--- src/rtl/snake_score_counter.sv ---
// Packed-BCD score keeper for the snake game: edge-detected food events, saturating
// BCD score, persistent high score and a registered display mux.
module snake_score_counter #(
    parameter int STEP = 1
) (
    input  logic        clk,
    input  logic        reset,
    input  logic        eat,
    input  logic        game_over,
    input  logic        new_game,
    input  logic        show_high,
    output logic [15:0] score,
    output logic [15:0] high,
    output logic [15:0] disp,
    output logic        playing,
    output logic        new_record,
    output logic        saturated
);

    typedef enum logic {PLAY = 1'b0, OVER = 1'b1} state_t;

    localparam logic [3:0] STEP_BCD = 4'(STEP);

    state_t      state_q, state_d;
    logic        eat_q, eat_d;
    logic        go_q, go_d;
    logic [15:0] score_q, score_d;
    logic [15:0] high_q, high_d;
    logic [15:0] disp_q, disp_d;
    logic        new_record_q, new_record_d;
    logic        saturated_q, saturated_d;

    logic        eat_ev, go_ev;
    logic [16:0] add_res;
    logic [15:0] inc_score;
    logic        inc_sat;

    // Ripple BCD add of a single digit into the ones place; bit 16 is the carry out.
    function automatic logic [16:0] bcd_add(input logic [15:0] a, input logic [3:0] b);
        logic [4:0]  s;
        logic        c;
        logic [15:0] r;
        c = 1'b0;
        r = '0;
        for (int i = 0; i < 4; i++) begin
            s = {1'b0, a[i*4 +: 4]} + ((i == 0) ? {1'b0, b} : 5'd0) + {4'b0000, c};
            if (s > 5'd9) begin
                s = s - 5'd10;
                c = 1'b1;
            end else begin
                c = 1'b0;
            end
            r[i*4 +: 4] = s[3:0];
        end
        return {c, r};
    endfunction

    assign eat_ev  = eat & ~eat_q;
    assign go_ev   = game_over & ~go_q;
    assign add_res = bcd_add(score_q, STEP_BCD);

    always_comb begin
        inc_score = score_q;
        inc_sat   = saturated_q;
        if (eat_ev) begin
            if (add_res[16]) begin
                inc_score = 16'h9999;
                inc_sat   = 1'b1;
            end else begin
                inc_score = add_res[15:0];
            end
        end
    end

    always_comb begin
        state_d      = state_q;
        eat_d        = eat;
        go_d         = game_over;
        score_d      = score_q;
        high_d       = high_q;
        new_record_d = new_record_q;
        saturated_d  = saturated_q;
        disp_d       = show_high ? high_q : score_q;

        if (new_game) begin
            state_d      = PLAY;
            score_d      = '0;
            saturated_d  = 1'b0;
            new_record_d = 1'b0;
        end else if (state_q == PLAY) begin
            score_d     = inc_score;
            saturated_d = inc_sat;
            // Commit sees the same-cycle increment; BCD compares like binary.
            if (go_ev) begin
                state_d = OVER;
                if (inc_score > high_q) begin
                    high_d       = inc_score;
                    new_record_d = 1'b1;
                end
            end
        end
    end

    always_ff @(posedge clk or posedge reset) begin
        if (reset) begin
            state_q      <= PLAY;
            eat_q        <= 1'b1;
            go_q         <= 1'b1;
            score_q      <= '0;
            high_q       <= '0;
            disp_q       <= '0;
            new_record_q <= 1'b0;
            saturated_q  <= 1'b0;
        end else begin
            state_q      <= state_d;
            eat_q        <= eat_d;
            go_q         <= go_d;
            score_q      <= score_d;
            high_q       <= high_d;
            disp_q       <= disp_d;
            new_record_q <= new_record_d;
            saturated_q  <= saturated_d;
        end
    end

    assign score      = score_q;
    assign high       = high_q;
    assign disp       = disp_q;
    assign playing    = (state_q == PLAY);
    assign new_record = new_record_q;
    assign saturated  = saturated_q;

endmodule
--- config.mk ---
export PLATFORM = sky130hd
export DESIGN_NAME = snake_score_counter
export DESIGN_NICKNAME = d
export VERILOG_FILES = /design/src/rtl/snake_score_counter.sv
export SDC_FILE = /design/constraint.sdc
export NUM_CORES = 1
export LEC_CHECK = 0
export ABC_CLOCK_PERIOD_IN_PS = 9150
export BUFFER_PORTS_ARGS = -buffer_cell sky130_fd_sc_hd__buf_2
export CAP_MARGIN = 20
export CORE_ASPECT_RATIO = 1.5
export CORE_MARGIN = 2
export CORE_UTILIZATION = 45
export DETAILED_ROUTE_END_ITERATION = 7
export GPL_ROUTABILITY_DRIVEN = 0
export HOLD_SLACK_MARGIN = 0.05
export MAX_ROUTING_LAYER = met4
export PLACE_DENSITY_LB_ADDON = 0.3
export SLEW_MARGIN = 20
export SYNTH_ARGS = -nofsm -noshare
export SYNTH_HDL_FRONTEND = slang
export SYNTH_SLANG_ARGS = --single-unit
--- constraint.sdc ---
create_clock -name clk -period 9.15 [get_ports clk]
set_clock_uncertainty 0.15 [all_clocks]
set_input_delay 1.83 -clock clk [delete_from_list [all_inputs] [get_ports clk]]
set_output_delay 1.83 -clock clk [all_outputs]
set_load 0.01 [all_outputs]
; Word level (Yosys, flattened, before mapping)
; Cells that the tools add are included.
[totals]
register_bits = 53
in_bits = 6
output_inout_bits = 51
wordCells = 59
[classes]
addsub = 8
n_lt_le_gt_ge = 5
eq_ne = 1
muxes = 24
bitwise_logic = 6
reduce_logical = 7
[op_table]
columns = op, n
row1 = 16-bit two-way mux, 5
row2 = "5-bit by 4-bit > comparator with 1-bit output, second input constant", 4
row3 = 16-bit > comparator, 1
row4 = 4-bit two-way mux, 4
row5 = "4-bit subtractor, second input constant", 4
row6 = 4-bit by 1-bit adder with 5-bit output, 3
row7 = 1-bit two-way mux, 15
row8 = 2-bit nonzero test, 4
row9 = 3-bit AND reduction, 2
row10 = "4-bit by 1-bit adder with 5-bit output, second input constant", 1
row11 = 1-bit NOT, 4
row12 = 4-bit AND reduction, 1
row13 = 1-bit bitwise AND, 2
row14 = "2-bit inequality test, second input constant", 1

; Depth between registers and ports, before layout
; Gate-level depths: netlist of run 1.
[depth]
depth_word = 19
mapped_depth = 39
mapped_depth_nobuf = 34

; Least setup slack after synthesis of run 1
; Ideal clock, no wire load.
[synth_path]
path_type = reg-to-reg
startpoint = reg score_q[0] (netlist: score[0])
endpoint = reg high_q[10] (netlist: high[10])
setup_ps = 125
arrival_time_ps = 7252
required_ps = 8875
slack_ps = 1623
stages_incl_launch_ff = 38
path_buffers = 5
period_less_slack_ps = 7527
path_cell_list = dfrtp_1 -> buf_6 -> inv_1 -> ha_1 -> inv_1 -> ha_1 -> nand2b_4 -> a2111o_1 -> o211ai_2 -> ha_1 -> ha_1 -> clkbuf_1 -> nand3b_1 -> a21o_1 -> a22oi_1 -> o21ai_1 -> ha_1 -> ha_1 -> (+2 left out) -> nand2_1 -> a31oi_1 -> a211oi_1 -> ha_1 -> ha_1 -> nand2b_1 -> a31oi_1 -> a211oi_4 -> buf_2 -> a221oi_1 -> inv_1 -> ha_1 -> nand2_1 -> nor3_2 -> o221ai_2 -> a31oi_4 -> buf_4 -> mux2_2
[synth_between]
elab_chain_len = 16
word_cells_on_any_way = 24
classes_between = add/sub (8) / order compare (5) / mux (10) / reduce/logical (1)
[synth_rtl]
columns = item, line
row1 = from (decl), 27  ; logic [15:0] score_q, score_d;
row2 = from (signal assigned), 118  ; score_q <= score_d;
row3 = 4-bit by 1-bit adder with 5-bit output *, 46  ; s = {1'b0, a[i*4 +: 4]} + ((i == 0) ? {1'b0, b} : 5'd0) + {4'b0000, c};
row4 = 5-bit by 4-bit > comparator with 1-bit output *, 47  ; if (s > 5'd9) begin
row5 = 1-bit two-way mux *, 47
row6 = 4-bit by 1-bit adder with 5-bit output *, 46
row7 = 5-bit by 4-bit > comparator with 1-bit output *, 47
row8 = 1-bit two-way mux *, 47
row9 = 4-bit by 1-bit adder with 5-bit output *, 46
row10 = 5-bit by 4-bit > comparator with 1-bit output, 47
row11 = 1-bit two-way mux, 47
row12 = 4-bit by 1-bit adder with 5-bit output, 46
row13 = 5-bit by 4-bit > comparator with 1-bit output, 47
row14 = 1-bit two-way mux, 47
row15 = 16-bit two-way mux *, 66  ; if (add_res[16]) begin
row16 = 16-bit two-way mux *, 65  ; if (eat_ev) begin
row17 = named net inc_score[11], 35  ; logic [15:0] inc_score;
row18 = 16-bit > comparator *, 96  ; if (inc_score > high_q) begin
row19 = 4-bit AND reduction (no source line) *, --
row20 = to (signal assigned), 119  ; high_q <= high_d;
row21 = to (decl), 28  ; logic [15:0] high_q, high_d;
; Mark *: on every way through the listed nets, which the timed path passes. The rest lies on a longest branch.
; A chain may end at the register's enable or synchronous reset.

; Final worst setup path of run 1
[layout_path]
startpoint = reg score_q[0] (netlist: score[0])
endpoint = reg high_q[2] (netlist: high[2])
; The elaborated chain is that of the path after synthesis.

==> results of run 1 <==
through the flow:
step	total power (uW)	worst slack (ns)	area [um^2]	hold WS, ns
2_1_floorplan	485	1.62	3520	0.368
3_3_place_gp	566	0.997	3830	0.329
3_5_place_dp	572	0.678	3830	0.318
4_1_cts	777	0.618	3990	0.346
5_1_grt	816	0.145	4010	0.372
6_report	767	0.800	4010	0.345
sequential cells by signal, summed over array words and instances (netlist names):
name        count
disp           16
high           16
score          16
eat_q           1
go_q            1
new_record      1
saturated       1
state_q         1
critical path: cells and delay by family (launching register included):
kind                       cells  cell delay (ns)
adders and majority gates     10             3.09
DFF                            1             0.51
muxes                          1             0.41
and+or+nand+nor                5             0.61
xor gates and xnor gates       2             0.35
buffers and inverters          3             0.42
AOI/OAI and AO/OA             10             2.66
layer usage:
metal	global-route usage, %	up-vias	wire, um
met5	-	-	0
met4	8.48	0	200
met3	2.25	12	318
met2	38.3	76	4690
met1	25.2	1406	3550
li1	-	1417	-
area by class of cell:
cell class | count | area [um^2]
inverters | 35 | 131
flip-flops and latches | 53 | 1330
fillers | 736 | 3600
repair buffers | 61 | 318
multi-input cells | 262 | 1950
clock buffers | 6 | 139
well taps | 102 | 128
clock inverters | 2 | 17.5
synthesized netlist by cell type (8+ instances only):
cell type  number
dfrtp_1        51
inv_1          34
ha_1           27
nand2_1        26
a21oi_1        23
nor2_1         22
mux2_2         19
clkbuf_1       17
o21ai_0        17
nand2b_1       10
o21a_1         10
nand3_1         9
mux2i_1         8
power by group through the flow:
stage	Combinational, uW	Sequential, uW	Clock [uW]
final	251	316	200
after detailed placement	251	321	0
after global placement	247	319	0
after CTS	254	316	206
after global routing	280	323	214
after floorplan	158	328	0
kinds of logic after synthesis:
| kind of cell | after synthesis | synth area share [%] |
|---|---|---|
| compound gates | 104 | 20.9 |
| simple gates | 92 | 13.2 |
| buf+inv | 59 | 6.82 |
| flops | 53 | 37.7 |
| mux | 33 | 10.3 |
| fa+ha+maj | 27 | 9.59 |
| xor+xnor | 6 | 1.49 |
timing repair:
action                     4_1_cts  5_1_grt
hold buffers                     0        0
setup endpoints to repair        0       12
resized for setup                0        0
buffers inserted                 0        3
worst min path at each step:
stage,startpoint,endpoint,slack [ns],cells past startpoint
floorplan,new_record$_DFFE_PP0P_,new_record$_DFFE_PP0P_,0.37,1
global placement,new_record$_DFFE_PP0P_,new_record$_DFFE_PP0P_,0.33,1
detailed placement,new_record$_DFFE_PP0P_,new_record$_DFFE_PP0P_,0.32,1
CTS,new_record$_DFFE_PP0P_,new_record$_DFFE_PP0P_,0.35,1
global route,new_record$_DFFE_PP0P_,new_record$_DFFE_PP0P_,0.37,1
finish,new_record$_DFFE_PP0P_,new_record$_DFFE_PP0P_,0.35,1
placed cells by master (no fill, tap or decap), types with 2 or more instances in the layout:
cell / netlist / final
a211oi_1: 3 / 3
a21boi_0: 2 / 2
a21o_1: 4 / 4
a21oi_1: 23 / 23
a221oi_1: 4 / 4
a31oi_1: 5 / 5
a32oi_1: 3 / 3
and3b_1: 2 / 2
buf_2: 3 / 56
buf_4: 2 / 5
clkbuf_16: 0 / 5
dfrtp_1: 51 / 51
dfstp_2: 2 / 2
ha_1: 27 / 27
inv_1: 34 / 33
mux2_1: 6 / 6
mux2_2: 19 / 19
mux2i_1: 8 / 8
nand2_1: 26 / 26
nand2b_1: 10 / 10
nand3_1: 9 / 9
nand3b_1: 2 / 2
nand4_1: 3 / 3
nor2_1: 22 / 22
nor2b_1: 4 / 4
nor3_1: 5 / 5
nor3b_1: 2 / 2
o21a_1: 10 / 10
o21ai_0: 17 / 17
o21ai_1: 6 / 6
o21bai_1: 3 / 3
o22a_1: 2 / 2
o22ai_1: 2 / 2
o2bb2ai_1: 2 / 2
o31ai_1: 3 / 3
xnor2_1: 5 / 5
==> impl_results.md, run 1 <==
- R2r setup slk: 0.80 ns
- First-pass GRT wire length: 14300 um
- Die X-Extent: 76.2 um
- Worst skew pair latency: 0.30 ns
- R2R Path End: high[2]$_DFFE_PP0P_
- Number of I/O port buffers: 56
- Avg Inst Size Synth: 9.41 um^2
- Clock power share: 26.1%
- Via count: 2911
- NetSw: 271 uW
- Critical Path RT: 9.19 ns
- I/O pin total: 57
- Synth Flop Type: dfrtp_1
- Number of synthesized register bits: 53
- Initial Util: 46.3%
- Root buf cell: clkbuf_16
- Antenna violations before repair: 0
- Sw Share: 35.4%
- CP Max Fanout: 16
- Area delta synth->final: 14.0%
- Sequential Power Share: 41.2%
- Worst setup path start: score[0]$_DFFE_PP0P_
- Vias in the first global route: 2799
- Ranking of synthesized cells by area: dfrtp_1 36%, ha_1 9.6%, mux2_2 6.1%
- CP dominant cell by count: ha_1
- Final period utilization: 91.3%
- Peak supply drop: 0.000122 V
- CP max stage delay: 0.62 ns
- Final core occ: 52.7%
- WP data arrival: 8.39 ns
- Largest net degree at the start of global routing: 54
- Fraction of registers with async set or reset after synthesis: 100%
- Dpl cells: 510
- Static Leak: 0.00195 uW
- Post-Route WL: 8770 um
- 1st-iter DRT viols: 156
- Final setup TNS: 0 ns
- Slew Limit Headroom: 39.1%
- CTS tree: done
- Post-Syn Instances: 374
- Tightest Pin Transition: 0.913 ns
- P_int: 496 uW
- Critical path class: reg -> reg
- Synth Warn #: 0
- Fmax: 120 MHz
- Critical R2R Launch: score[0]$_DFFE_PP0P_
- Mapped Nets: 407
- Layout cells sized above 1: 23.6%
- Die height: 112 um
- Pre-antenna DRT Iters: 4
- CP max-delay cell: a31oi_4
- Grt ovf: 0
- DP HPWL: 6190 um
- Reg clk slew, reported paths: 0.07 ns
- Power Density: 191 mW/mm^2
- Post-synth top area cell: dfrtp_1
- EDFF count, synth: 0
- Mapped cell area: 0.00352 mm^2
- # diodes: 0
- Yosys cell types: 62
- Wirelength per Cell: 16.8 um
- Via-to-Cell Ratio: 5.59
- Max_cap viols: 0
- Seq/Total Area, Yosys: 37.7%
- CTS buffer count: 5
- Number of remaining DRC errors: 0
- Post-synth top area share: 36.2%
- Row cnt: 39
- Fin. max-slew vios: 0
- Worst setup endpoint: high[2]$_DFFE_PP0P_
- CTS Sinks: 53
- Critical path launch point type: register
- Post-Layout Cell Count: 521
- Type of destination of the critical path: register
- Reg2reg path depth: 31
- Final Setup Violations: 0
- Tmin final: 8.35 ns
- RSZ-0062 raised after global routing: no
- Outcome: completed
- DIE AREA: 0.00856 mm^2
- Core area: 0.00761 mm^2
- H-tree levels: 2
- Total Routing Usage GR: 21.7%
- Gate power share: 32.7%
- Hold Vio Cnt, Final: 0
- Clk buf depth: 2
- Fin nets: 451
- Hold WC Path Type: reg -> reg
- Antenna Nets Post-Route: 0
Power figures use the tool's default switching activity.
==> run 2, diff against run 1 <==
- CAP_MARGIN: 20 -> unset
- GPL_ROUTABILITY_DRIVEN: 0 -> unset
- MAX_ROUTING_LAYER: met4 -> unset
==> run 2 against run 1 <==
Fmax grew 0.78%; flip-flop and latch count unchanged; largest cell class unchanged; global-route usage decreased by 0.92 points; total power fell by 1.3%; critical path type unchanged; highest routed layer unchanged.
==> impl_results.md, run 2 (same netlist as run 1, synthesis figures left out) <==
- Antenna Nets Post-Route: 0
- Core area: 0.00761 mm^2
- 1st-iter DRT viols: 107
- Hold WC Path Type: reg -> reg
- Final period utilization: 90.5%
- H-tree levels: 2
- # diodes: 0
- Static Leak: 0.00194 uW
- Number of I/O port buffers: 56
- Initial Util: 46.3%
- Critical path buffers and inverters: 5
- Sequential Power Share: 41.7%
- Max_cap viols: 0
- Most frequent cells in the layout: 56 x buf_2, 51 x dfrtp_1, 33 x inv_1, 27 x ha_1, 26 x nand2_1
- Root buf cell: clkbuf_16
- Gate power share: 33.1%
- Design area: 0.00401 mm^2
- Hold Vio Cnt, Final: 0
- Outcome: completed
- CP dominant cell by count: ha_1
- GP Congestion: 0.890
- Layout cells sized above 1: 23.6%
- Grt ovf: 0
- Commonest non-fill, non-tap cell in the layout: buf_2
- Clk buf depth: 2
- Critical path class: reg -> reg
- Fin. max-slew vios: 0
- Pre-antenna DRT Iters: 4
- Critical Path RT: 9.18 ns
- Fin nets: 452
- Dpl cells: 510
- CTS tree: done
- Tmin final: 8.28 ns
- CTS Hold Bufs: 0
- Number of remaining DRC errors: 0
- First-pass GRT wire length: 14100 um
- Wirelength per Cell: 16.4 um
- RSZ-0062 raised after global routing: no
- R2r setup slk: 0.87 ns
- Dpl cell area: 0.00383 mm^2
- DP HPWL: 6170 um
- Crit path max-delay family: compound AO/OA/AOI/OAI gates
- Clock power share: 25.2%
- Post-Route WL: 8560 um
- Die X-Extent: 76.2 um
- Worst skew pair latency: 0.30 ns
- Reg clk slew, reported paths: 0.07 ns
- CTS Sinks: 53
- Fmax: 121 MHz
- Tightest Pin Transition: 0.896 ns
- CP Max Fanout: 16
- Final setup TNS: 0 ns
- Sw Share: 35.6%
- CP max stage delay: 0.65 ns
- Post-Layout Cell Count: 522
- Antenna violations before repair: 0
- NetSw: 269 uW
- Via count: 2869
- Via-to-Cell Ratio: 5.50
- P_int: 488 uW
- Total Routing Usage GR: 20.8%
- Power Density: 189 mW/mm^2
- DIE AREA: 0.00856 mm^2
- WP data arrival: 8.32 ns
- I/O pin total: 57
- Largest net degree at the start of global routing: 54
- CTS buffer count: 5
- Area delta synth->final: 13.9%
- Vias in the first global route: 2742
- CP max-delay cell: a31oi_4
- Peak supply drop: 0.0000876 V
- Die height: 112 um
- Final Setup Violations: 0
- Slew Limit Headroom: 40.3%
- Row cnt: 39
- Type of destination of the critical path: register
- Critical path launch point type: register
run 2: layout make-up:
class                   instances  area, um^2
fillers                       750        3600
multi-input cells             262        1950
flip-flops and latches         53        1330
repair buffers                 62         325
inverters                      35         131
clock buffers                   6         129
well taps                     102         128
clock inverters                 2        16.3
run 2: metal layers:
layer	vias up	wire length, um	share of wire (%)	global-route usage (%)
met2	62	4520	53	36.5
met1	1378	3510	41	25.1
met4	0	253	3.0	9.70
met3	13	278	3.2	2.81
li1	1416	-	-	-
met5	-	0	0	0
run 2: final timing paths:
kind | depth (start not counted) | from | end
min in group asynchronous | 3 | reset | high[8]$_DFFE_PP0P_
max | 33 | score[0]$_DFFE_PP0P_ | high[3]$_DFFE_PP0P_
min | 1 | new_record$_DFFE_PP0P_ | new_record$_DFFE_PP0P_
max reg2reg | 33 | score[0]$_DFFE_PP0P_ | high[3]$_DFFE_PP0P_
min reg2reg | 1 | new_record$_DFFE_PP0P_ | new_record$_DFFE_PP0P_
max in group asynchronous | 3 | reset | high[6]$_DFFE_PP0P_
run 2: what timing repair did:
action	in CTS	in global routing
endpoints found under the setup margin	0	12
setup buffers	0	4
resized for setup	0	0
run 2: worst register-to-register path, delay by kind of cell, from the launching register on:
family | cells | cell delay, ns
compound gates | 12 | 2.94
fa+ha+maj | 9 | 2.62
simple gates | 6 | 0.88
buf+inv | 5 | 0.66
flops | 1 | 0.51
mux | 1 | 0.41
run 2: stage by stage:
step | power, uW | worst slack [ns] | hold slack [ns] | utilization [%]
final | 757 | 0.865 | 0.349 | 52.7
after global routing | 810 | 0.206 | 0.371 | 52.7
after CTS | 764 | 0.672 | 0.349 | 52.3
after detailed placement | 571 | 0.676 | 0.323 | 50.4
after global placement | 566 | 0.898 | 0.326 | 50.4
after floorplan | 485 | 1.62 | 0.368 | -
run 2: power groups by stage:
| stage | Combinational [uW] | Sequential [uW] | Clock (uW) |
|---|---|---|---|
| floorplan | 158 | 328 | 0 |
| global placement | 247 | 319 | 0 |
| detailed placement | 251 | 320 | 0 |
| CTS | 253 | 316 | 196 |
| global route | 282 | 322 | 207 |
| finish | 251 | 316 | 191 |
==> run 3, diff against run 2 <==
- ABC_AREA: unset -> 1
- CORE_ASPECT_RATIO: 1.5 -> unset
==> run 3 against run 2 <==
Non-clock buffer count is 6 lower; cell area down 9.4%; final cell count increased by 7.7%; area after synthesis decreased by 9.2%; fmax grew 14%.
==> impl_results.md, run 3 <==
- First-pass GRT wire length: 12800 um
- WHS Path Cells: 2
- Post_cts resized: 0
- EDFF count, synth: 0
- Power Density: 122 mW/mm^2
- CP max stage delay: 0.83 ns
- WP data arrival: 7.29 ns
- Antenna Nets Post-Route: 0
- Critical Path RT: 9.15 ns
- Sequential Power Share: 55.9%
- Mapped cell area: 0.00320 mm^2
- GP Congestion: 0.882
- Post-Layout Cell Count: 562
- Post-Route WL: 7710 um
- Worst hold endpoint: disp[8]$_DFF_PP0_
- Critical path class: reg -> reg
- Post-synth top area share: 39.9%
- Fill cells: 684
- Die height: 88.3 um
- Tmin final: 7.29 ns
- Grt ovf: 0
- Largest family of logic cells by synthesized area: simple AND/OR/NAND/NOR gates
- NetSw: 126 uW
- Die X-Extent: 88.3 um
- Clk buf depth: 2
- CTS Hold Bufs: 0
- DP HPWL: 5660 um
- Adder-cell share of the synthesized area: 10.6%
- Synth Warn #: 0
- Core area: 0.00683 mm^2
- Area delta synth->final: 13.7%
- Fraction of registers with async set or reset after synthesis: 100%
- Pre-antenna DRT Iters: 4
- Static Leak: 0.00202 uW
- Register area: 0.00133 mm^2
- Postcts setup bufs: 0
- Fin. max-slew vios: 0
- Post-synth top area cell: dfrtp_1
- Largest net degree at the start of global routing: 54
- Wirelength per Cell: 13.7 um
- Layout cells sized above 1: 19.5%
- Mapped Nets: 444
- Critical path launch point type: register
- CTS tree: done
- Worst skew pair latency: 0.30 ns
- Slew Limit Headroom: 29.8%
- I/O pin total: 57
- Final Setup Violations: 0
- Max_cap viols: 0
- Fin nets: 498
- Fmax: 137 MHz
- Reg clk slew, reported paths: 0.09 ns
- Ranking of synthesized cells by area: dfrtp_1 40%, nand2_1 16%, ha_1 11%
- H-tree levels: 2
- CP dominant cell by count: nand2_1
- Min-delay src: high[8]$_DFFE_PP0P_
- RSZ-0062 raised after global routing: no
- Total Routing Usage GR: 21.3%
- Type of destination of the critical path: register
- 1st-iter DRT viols: 143
- P_int: 318 uW
- Hold Vio Cnt, Final: 0
- Reg2reg path depth: 44
- Via-to-Cell Ratio: 5.03
- Commonest non-fill, non-tap cell in the layout: nand2_1
- Dpl cells: 554
- Synth Flop Type: dfrtp_1
- Number of synthesized register bits: 53
- Outcome: completed
- Number of I/O port buffers: 56
- CP max-delay cell: a21oi_2
- Tightest Pin Transition: 1.05 ns
- R2R Path End: high[14]$_DFFE_PP0P_
- Compound-cell area share of the yosys netlist: 9.67%
- CP Max Fanout: 23
- DIE AREA: 0.00779 mm^2
- Final setup TNS: 0 ns
- Yosys cell types: 32
- Synth Area in XOR/XNOR: 1.29%
- Antenna violations before repair: 0
- Root buf cell: clkbuf_8
- Post-Synth Simple-Gate Area: 28.3%
- Post-synthesis mux area share: 0%
- CTS Sinks: 53
- Commonest cells in the netlist: 140 x nand2_1, 58 x inv_1, 51 x dfrtp_1
- Hold_ws: 0.360 ns
- Seq/Total Area, Yosys: 41.6%
- Most frequent cells in the layout: 140 x nand2_1, 57 x inv_1, 56 x buf_2, 51 x dfrtp_1
- Area of the multi-input gates: 0.00159 mm^2
- Peak supply drop: 0.0000620 V
- Vias in the first global route: 2714
- Via count: 2827
- Gate power share: 15.1%
- Sw Share: 28.3%
- Avg Inst Size Synth: 7.78 um^2
- # diodes: 0
- Row cnt: 30
- R2r setup slk: 1.86 ns
- Initial Util: 46.8%
- Clock power share: 29.0%
- Top-count cell post-synth: nand2_1
- CTS buffer count: 5
- Final period utilization: 79.7%
- Critical R2R Launch: score[0]$_DFFE_PP0P_
- Number of remaining DRC errors: 0
- Post-Syn Instances: 411
- Hold WC Path Type: reg -> reg
run 3: cell count changes in the layout (fill, tap and decap cells not counted), sizes merged, moves of 10 or more:
cell	change
mux2	-25
a21oi	-11
inv	+25
nand2b	-11
nand2	+121
o21ai	+11
o21a	-10
nand3	+23
run 3: power by group through the flow:
stage          registers (uW)  logic (uW)  clock network, uW
2_1_floorplan             255        41.8                  0
3_3_place_gp              253        65.5                  0
3_5_place_dp              253        67.3                  0
4_1_cts                   248        67.7                134
5_1_grt                   249        77.0                142
6_report                  248        67.0                129
run 3: final cells by class:
type,count,area share [%]
sequential,53,36.6
inverter,60,6.37
tap,96,3.31
clock buffer,8,2.20
multi-input combinational,289,43.8
timing repair buffer,56,7.71
run 3: worst max path at each step:
stage	start	to	slack (ns)	cells past startpoint
CTS	score[0]$_DFFE_PP0P_	high[14]$_DFFE_PP0P_	1.85	44
finish	score[0]$_DFFE_PP0P_	high[14]$_DFFE_PP0P_	1.86	44
floorplan	score[0]$_DFFE_PP0P_	high[11]$_DFFE_PP0P_	3.31	45
global placement	score[0]$_DFFE_PP0P_	high[14]$_DFFE_PP0P_	2.27	44
detailed placement	score[0]$_DFFE_PP0P_	high[14]$_DFFE_PP0P_	1.93	44
global route	score[0]$_DFFE_PP0P_	high[14]$_DFFE_PP0P_	1.13	44
run 3: kinds of logic (layout without fill, tap and decap cells):
| logic type | count (synthesis) | count (layout) |
|---|---|---|
| and+or+nand+nor | 205 | 205 |
| buffers and inverters | 69 | 124 |
| AOI/OAI and AO/OA | 54 | 54 |
| DFF | 53 | 53 |
| adders and majority gates | 27 | 27 |
| xor gates and xnor gates | 3 | 3 |
run 3: critical path, delay by kind of cell (launching register included):
| kind | cells | cell delay (ns) |
|---|---|---|
| fa+ha+maj | 10 | 2.37 |
| simple gates | 23 | 2.15 |
| compound gates | 2 | 1.01 |
| buf+inv | 8 | 0.73 |
| flops | 1 | 0.47 |
| xor+xnor | 1 | 0.23 |
run 3: per-layer routing:
layer / vias to the layer above / share of wire (%) / global-route usage, %
met5: - / 0 / 0
met4: 0 / 1.7 / 6.89
met3: 12 / 5.5 / 3.36
met2: 84 / 48 / 35.2
met1: 1320 / 45 / 28.7
li1: 1411 / - / -
run 3: per-stage QoR:
step | cell area (um^2) | power (uW) | setup WS (ns) | util, %
after floorplan | 3200 | 297 | 3.31 | -
final | 3630 | 444 | 1.86 | 53.2
after global placement | 3550 | 318 | 2.27 | 52.0
after CTS | 3630 | 450 | 1.85 | 53.2
after detailed placement | 3550 | 320 | 1.93 | 52.0
after global routing | 3630 | 468 | 1.13 | 53.2
